==> src/rtl/fifo_in_arbiter_if.sv <==
// Valid/ready stream bundle shared by the arbiter's two requester ports and its output port.
// master drives data/vld and receives rdy; slave is the opposite side.
interface fifo_in_arbiter_if #(
    parameter int DATA_WIDTH = 32
);
    logic [DATA_WIDTH-1:0] data;
    logic                  vld;
    logic                  rdy;

    modport master (output data, output vld, input rdy);
    modport slave  (input data, input vld, output rdy);
endinterface

==> src/rtl/fifo_in_arbiter.sv <==
// Weighted round-robin arbiter: two valid/ready requesters share one sink.
// Each grant lasts up to WEIGHTk beats and feeds a one-entry registered output stage.
module fifo_in_arbiter #(
    parameter int DATA_WIDTH = 32,
    parameter int WEIGHT0    = 4,
    parameter int WEIGHT1    = 4
) (
    input  logic              clk,
    input  logic              rst,
    fifo_in_arbiter_if.slave  in0,
    fifo_in_arbiter_if.slave  in1,
    fifo_in_arbiter_if.master out,
    output logic [1:0]        owner
);
    localparam int WMAX  = (WEIGHT0 > WEIGHT1) ? WEIGHT0 : WEIGHT1;
    localparam int CNT_W = (WMAX > 1) ? $clog2(WMAX) : 1;
    localparam logic [CNT_W-1:0] CNT_LAST0 = CNT_W'(WEIGHT0 - 1);
    localparam logic [CNT_W-1:0] CNT_LAST1 = CNT_W'(WEIGHT1 - 1);

    // Encoding doubles as the owner output: bit k set means requester k holds the grant.
    typedef enum logic [1:0] {
        IDLE = 2'b00,
        OWN0 = 2'b01,
        OWN1 = 2'b10
    } state_e;

    state_e                  state_q, state_d;
    logic [CNT_W-1:0]        cnt_q, cnt_d;
    logic                    last_q, last_d;
    logic                    out_vld_q;
    logic [DATA_WIDTH-1:0]   out_data_q;

    logic [1:0]              req_vld;
    logic [1:0]              req_rdy;
    logic [1:0]              req_xfer;
    logic [DATA_WIDTH-1:0]   req_data [2];
    logic                    load_en;
    logic                    xfer_any;

    assign req_vld     = {in1.vld, in0.vld};
    assign req_data[0] = in0.data;
    assign req_data[1] = in1.data;
    assign load_en     = !out_vld_q | out.rdy;
    assign owner       = state_q;

    generate
        for (genvar gi = 0; gi < 2; gi++) begin : g_req
            assign req_rdy[gi]  = load_en & owner[gi];
            assign req_xfer[gi] = req_vld[gi] & req_rdy[gi];
        end
    endgenerate

    assign in0.rdy  = req_rdy[0];
    assign in1.rdy  = req_rdy[1];
    assign xfer_any = |req_xfer;

    always_comb begin
        state_d = state_q;
        cnt_d   = cnt_q;
        last_d  = last_q;
        case (state_q)
            IDLE: begin
                if (req_vld == 2'b11)  state_d = last_q ? OWN0 : OWN1;
                else if (req_vld[0])   state_d = OWN0;
                else if (req_vld[1])   state_d = OWN1;
            end
            OWN0: begin
                if (req_xfer[0]) begin
                    if (cnt_q == CNT_LAST0) begin
                        cnt_d = '0;
                        if (req_vld[1]) state_d = OWN1;
                    end else begin
                        cnt_d = cnt_q + 1'b1;
                    end
                end else if (!req_vld[0]) begin
                    cnt_d   = '0;
                    state_d = req_vld[1] ? OWN1 : IDLE;
                end
            end
            OWN1: begin
                if (req_xfer[1]) begin
                    if (cnt_q == CNT_LAST1) begin
                        cnt_d = '0;
                        if (req_vld[0]) state_d = OWN0;
                    end else begin
                        cnt_d = cnt_q + 1'b1;
                    end
                end else if (!req_vld[1]) begin
                    cnt_d   = '0;
                    state_d = req_vld[0] ? OWN0 : IDLE;
                end
            end
            default: state_d = IDLE;
        endcase
        // A fresh grant restarts the burst and becomes the tie-break reference.
        if (state_d != state_q && state_d != IDLE) begin
            cnt_d  = '0;
            last_d = (state_d == OWN1);
        end
    end

    always_ff @(posedge clk) begin
        if (rst) begin
            state_q    <= IDLE;
            cnt_q      <= '0;
            last_q     <= 1'b1;
            out_vld_q  <= 1'b0;
            out_data_q <= '0;
        end else begin
            state_q <= state_d;
            cnt_q   <= cnt_d;
            last_q  <= last_d;
            if (xfer_any) begin
                out_vld_q  <= 1'b1;
                out_data_q <= req_xfer[1] ? req_data[1] : req_data[0];
            end else if (out.rdy) begin
                out_vld_q  <= 1'b0;
            end
        end
    end

    assign out.vld  = out_vld_q;
    assign out.data = out_data_q;
endmodule

==> src/flat_wrapper.sv <==
// flat-port wrapper written by rule: the top's interface ports become plain ports
module fifo_in_arbiter_flat 
#(
    parameter int DATA_WIDTH = 32,
    parameter int WEIGHT0    = 4,
    parameter int WEIGHT1    = 4
)
  (clk, rst, owner, in0_data, in0_vld, in0_rdy, in1_data, in1_vld, in1_rdy, out_data, out_vld, out_rdy);
  fifo_in_arbiter_if #(.DATA_WIDTH(DATA_WIDTH)) in0_i ();
  fifo_in_arbiter_if #(.DATA_WIDTH(DATA_WIDTH)) in1_i ();
  fifo_in_arbiter_if #(.DATA_WIDTH(DATA_WIDTH)) out_i ();
  input  logic clk;
  input  logic rst;
  output logic [1:0] owner;
  input wire logic [$bits(in0_i.data)-1:0] in0_data;
  input wire logic [$bits(in0_i.vld)-1:0] in0_vld;
  output wire logic [$bits(in0_i.rdy)-1:0] in0_rdy;
  input wire logic [$bits(in1_i.data)-1:0] in1_data;
  input wire logic [$bits(in1_i.vld)-1:0] in1_vld;
  output wire logic [$bits(in1_i.rdy)-1:0] in1_rdy;
  output wire logic [$bits(out_i.data)-1:0] out_data;
  output wire logic [$bits(out_i.vld)-1:0] out_vld;
  input wire logic [$bits(out_i.rdy)-1:0] out_rdy;
  assign in0_i.data = in0_data;
  assign in0_i.vld = in0_vld;
  assign in0_rdy = in0_i.rdy;
  assign in1_i.data = in1_data;
  assign in1_i.vld = in1_vld;
  assign in1_rdy = in1_i.rdy;
  assign out_data = out_i.data;
  assign out_vld = out_i.vld;
  assign out_i.rdy = out_rdy;
  fifo_in_arbiter #(.DATA_WIDTH(DATA_WIDTH), .WEIGHT0(WEIGHT0), .WEIGHT1(WEIGHT1)) u_core (.clk(clk), .rst(rst), .in0(in0_i), .in1(in1_i), .out(out_i), .owner(owner));
endmodule
==> config.mk <==
export PLATFORM = sky130hd
export DESIGN_NAME = fifo_in_arbiter_flat
export DESIGN_NICKNAME = d
export VERILOG_FILES = /design/src/rtl/fifo_in_arbiter_if.sv /design/src/rtl/fifo_in_arbiter.sv /design/src/flat_wrapper.sv
export SDC_FILE = /design/constraint.sdc
export NUM_CORES = 1
export LEC_CHECK = 0
export CAP_MARGIN = 10
export CORE_MARGIN = 2
export CORE_UTILIZATION = 40
export CTS_BUF_LIST = sky130_fd_sc_hd__clkbuf_8
export DETAILED_ROUTE_END_ITERATION = 12
export PLACE_DENSITY_LB_ADDON = 0.12
export SYNTH_ARGS = -nofsm -noshare
export SYNTH_HDL_FRONTEND = slang
export SYNTH_SLANG_ARGS = --single-unit
==> constraint.sdc <==
create_clock -name clk -period 2.6 [get_ports clk]
set_input_delay 0.78 -clock clk [delete_from_list [all_inputs] [get_ports clk]]
set_output_delay 0.78 -clock clk [all_outputs]
set_load 0.05 [all_outputs]
# Word level (Yosys, flattened, before mapping)
# Index checks and enable logic that the tools add are counted.
# word_totals
ff_bits	38
in_bits	69
out_inout_bits	37
wordCells	51
# classes
add_sub_neg	1
eq_ne	8
mux	23
bitwise	5
n_reduce_logical	9
# op_table
cell	n
$mux 2	17
$mux 32	1
$eq 2x2->1 const B	4
$ne 3x2->1 const B	2
$pmux 2 s3	1
$reduce_bool 2->1	3
$and 1x1->1	4
$pmux 2 s2	1
$reduce_or 2->1	2
$mux 1	3
$reduce_and 3->1	1
$add 2x1->2 const B	1
$eq 2x1->1 const B	1
$logic_not 2->1	1
$ne 2x2->1	1
$logic_and 1x1->1	1
$logic_not 1->1	1
$or 1x1->1	1

# Depth between registers and ports, before layout
# logic_depth
depth_word	9
depth_mapped	8
mapped_depth_nobuf	8

# Worst setup path before layout
# No wires, ideal clock.
# synth_timing
path_type	flip-flop to flip-flop
startpoint	register u_core.state_q[1], in the netlist u_core.owner[1]
endpoint	register u_core.cnt_q[0]
setup_ns	0.078
arrival_time_ns	2.247
required_ns	2.522
path_slack_ns	0.275
path_stages_with_launch	9
n_path_buf	0
synth_period_minus_slack_ns	2.325
path_cell_list	dfxtp_1 inv_1 ha_1 and4_1 a22o_1 a211oi_2 a211oi_1 or2_0 nor3_1
# synth_via
elab_chain_len	7
elab_cells_between_ends	26
classes_between	eq/ne (5); mux (13); bitwise (2); reduce/logical (6)
# synth_lines
item	line_no	source
from (decl)	fifo_in_arbiter.sv:27	state_e state_q, state_d;
from (signal assigned)	fifo_in_arbiter.sv:110	state_q <= state_d;
$and 1x1->1 (tied with other cells)	fifo_in_arbiter.sv:48	assign req_rdy[gi] = load_en & owner[gi];
$and 1x1->1 (tied with other cells)	fifo_in_arbiter.sv:49	assign req_xfer[gi] = req_vld[gi] & req_rdy[gi];
$mux 2, on equally long branches	fifo_in_arbiter.sv:81, fifo_in_arbiter.sv:63, fifo_in_arbiter.sv:68	
$pmux 2 s3	fifo_in_arbiter.sv:61	case (state_q)
$ne 2x2->1 or $reduce_bool 2->1 (tied branches)	fifo_in_arbiter.sv:96	if (state_d != state_q && state_d != IDLE) begin
$logic_and 1x1->1	fifo_in_arbiter.sv:96	
$reduce_or 2->1 (no line)	--	
to (signal assigned)	fifo_in_arbiter.sv:111	cnt_q <= cnt_d;
to (decl)	fifo_in_arbiter.sv:28	logic [CNT_W-1:0] cnt_q, cnt_d;
# Several ways; a longest one is shown, not always the timed one.
# A chain may end at the register's enable or synchronous reset.

# Worst setup path after layout
# layout_timing
startpoint	input port out_rdy
endpoint	output port in1_rdy
# layout_via
elab_chain_len	2
# layout_lines
item	line_no	source
from (decl)	flat_wrapper.sv:23	input wire logic [$bits(out_i.rdy)-1:0] out_rdy;
$or 1x1->1	fifo_in_arbiter.sv:43	assign load_en = !out_vld_q | out.rdy;
$and 1x1->1	fifo_in_arbiter.sv:48	
to (decl)	flat_wrapper.sv:20	output wire logic [$bits(in1_i.rdy)-1:0] in1_rdy;
# No other way between the ends.

==> metrics.txt <==
overall power=just over 2 mW; family with the most delay on the worst path=buffers and inverters; Top Ports=roughly 110; hold path depth=2; Nets=389; CP cell instances=clkdlybuf4s50_1 -> or2b_4 -> and2_1 -> buf_6; share of cells above drive strength 1=0.0981; CP max stage cell=clkdlybuf4s50_1; PD cells=639 nW/um^2; Die ar.=about 5400 um^2; initial antenna violation count=0; core area=4660 um^2; max-slew violation count=0; uppermost layer routed=met4; Worst-Margin Slew=0.534 ns; aggregate global-route resource usage=0.200; Core Util, Final=0.685; Final Routed Wirelength=about 5200 um; Worst setup EP type=output port; Syn-to-layout area delta=66.2%; Max-Cap Viols=0; drt initial violations=between 100 and 150; post-CTS setup buffers=0; num rows=25; most frequent cells in the layout=103 x clkdlybuf4s50_1, 38 x dfxtp_1, 37 x nor2_1; Die W=73.3 um; peak supply drop=between 200 and 300 uV; status=complete, no violations; # setup viols final=0; clock slew at reported path FFs=0.06 ns; met1 WL=2220 um; post-synthesis cell type count=37; fmax=approximately 400 MHz; leak pwr=1.38 nW; part of the cycle the worst path needs=0.988; Hold Startpoint=u_core.last_q$_SDFFE_PP1P_; CP startpoint kind=input port; Die Height=73.3 um; remaining antenna violation count=0; Starting Density=0.412; clock latency on the worst-skew pair=0.29 ns; Slew headroom=0.643; average via count per standard cell=5.19; vias in the first global route=1917; largest net degree at the start of global routing=50; R2R Setup Slk=0.44 ns; synthesized net count=280; Antenna diodes=0; sinks on the clock net=38; Warnings, synthesis=0; DRC violations left=0; clk_skew=between 0.01 and 0.015 ns; Hold Crit Class=reg -> reg; final cell count without fillers=370; filler instances=395; Finished Cell Area=3190 um^2; Seq/Total Area, Yosys=0.396; CTS tree=yes; WL/cell=14.0 um; Register-to-Register Path Depth=8; IO buf count=105; grt total ovfl=0; global-route wire length before repair=8450 um; post-synthesis cell count=approximately 210; CP Data Arrival Time=1.79 ns; cts bufs inserted=5; fin crit period=2.57 ns; Hold Violations, Final=0; critical-path maximum fanout=5; Placement Cell Area=3070 um^2; hold endpoint=u_core.last_q$_SDFFE_PP1P_; routed wl met2=2500 um; syn_area_per_cell=between 9 and 10 um^2; commonest non-fill, non-tap cell in the layout=clkdlybuf4s50_1; maximum root-to-sink buffer count=2; FF-to-FF Start=u_core.owner[1]$_SDFF_PP0_; reg2reg end=u_core.cnt_q[1]$_SDFFE_PP0P_; Critical path buffers and inverters=2; CTS root buf=clkbuf_8; Worst Setup Path Type=in -> out; DP Cell Count=362; Netlist Area Pre-Place=around 1900 um^2; FF+latch count, synth=38; Top FF cell, synth=dfxtp_1; Worst path max stage delay=0.40 ns; # hold bufs at CTS=0; vias=1919; HPWL Detailed=3880 um; unrepaired setup endpoints after global routing=no; WP depth=4; Post-synth EDFFs=0; CTS H-tree depth=2; async set-reset flop share out of synthesis=0; GPL Wtd Cong=0.908; setup_tns=0 ns; WL met3=between 300 and 400 um; drt pass-1 iters=4; Critical Path RT=1.82 ns
-- kinds of logic after synthesis --
| group | Yosys count | share of synthesized area |
|---|---|---|
| simple gates | 56 | 0.134 |
| compound gates | 54 | 0.203 |
| flops | 38 | 0.396 |
| mux | 34 | 0.180 |
| buf+inv | 19 | 0.0541 |
| fa+ha+maj | 5 | 0.0326 |
-- stage by stage --
step / worst slack [ns] / hold WS, ns
CTS: 0.00531 / 0.529
finish: 0.0300 / 0.527
global route: 0.00114 / 0.585
detailed placement: -0.0753 / 0.512
floorplan: 0.275 / 0.465
global placement: -0.0569 / 0.514
-- report_power, final --
part	leakage, nW	switching [mW]	total, mW	internal [mW]
clock network	0.0607	0.204	0.484	0.279
registers	0.311	0.0490	0.706	0.657
logic	1.01	0.476	0.848	0.372
total	1.38	0.730	2.04	1.31
-- cell type report --
class	instances	area, um^2	area share
timing repair buffer	119	1180	0.371
sequential	38	761	0.238
multi-input combinational	149	1070	0.334
clock buffer	5	68.8	0.0216
tap	54	67.6	0.0212
inverter	2	7.51	0.00235
clock inverter	3	37.5	0.0118
-- tightest hold or removal path, cell delays in order, from the launching register on --
cell and delay, ns:
dfxtp_1 0.32, nor2_1 0.09, o21ai_0 0.07
-- cell usage after synthesis (4+ instances only) --
cell type	number	area, um^2
dfxtp_1	38	761
nor2_1	37	139
a211oi_1	34	255
mux2i_1	32	320
buf_1	5	18.8
ha_1	5	62.6
o21ai_0	5	25.0
a31oi_1	4	25.0
buf_2	4	20.0
clkbuf_1	4	15.0
-- worst max path at each step --
stage,start,to,slack [ns]
after floorplan,u_core.owner[1]$_SDFF_PP0_,u_core.cnt_q[0]$_SDFFE_PP0P_,0.28
after global placement,in1_vld,u_core.cnt_q[1]$_SDFFE_PP0P_,-0.06
after detailed placement,in1_vld,u_core.cnt_q[1]$_SDFFE_PP0P_,-0.08
after CTS,out_rdy,in0_rdy,0.005
after global routing,out_rdy,in1_rdy,0.001
final,out_rdy,in1_rdy,0.03
-- per-layer routing --
metal  track usage  vias up
met1         0.238      878
met2         0.336       64
li1              -      967
met4        0.0626        0
met5             0        -
met3        0.0741       10
-- registers in the layout (all words and copies together), names as in the netlist --
signal	cells
u_core.out.data	32
u_core.cnt_q	2
u_core.owner	2
u_core.last_q	1
u_core.out.vld	1
-- repair_timing --
action / in CTS / in global routing
setup endpoints to repair: 2 / 2
endpoints found under the hold margin: 0 / 0
pin swaps: 0 / 0
resized for setup: 1 / 3
Note: power is estimated with default switching activity, not from simulation.
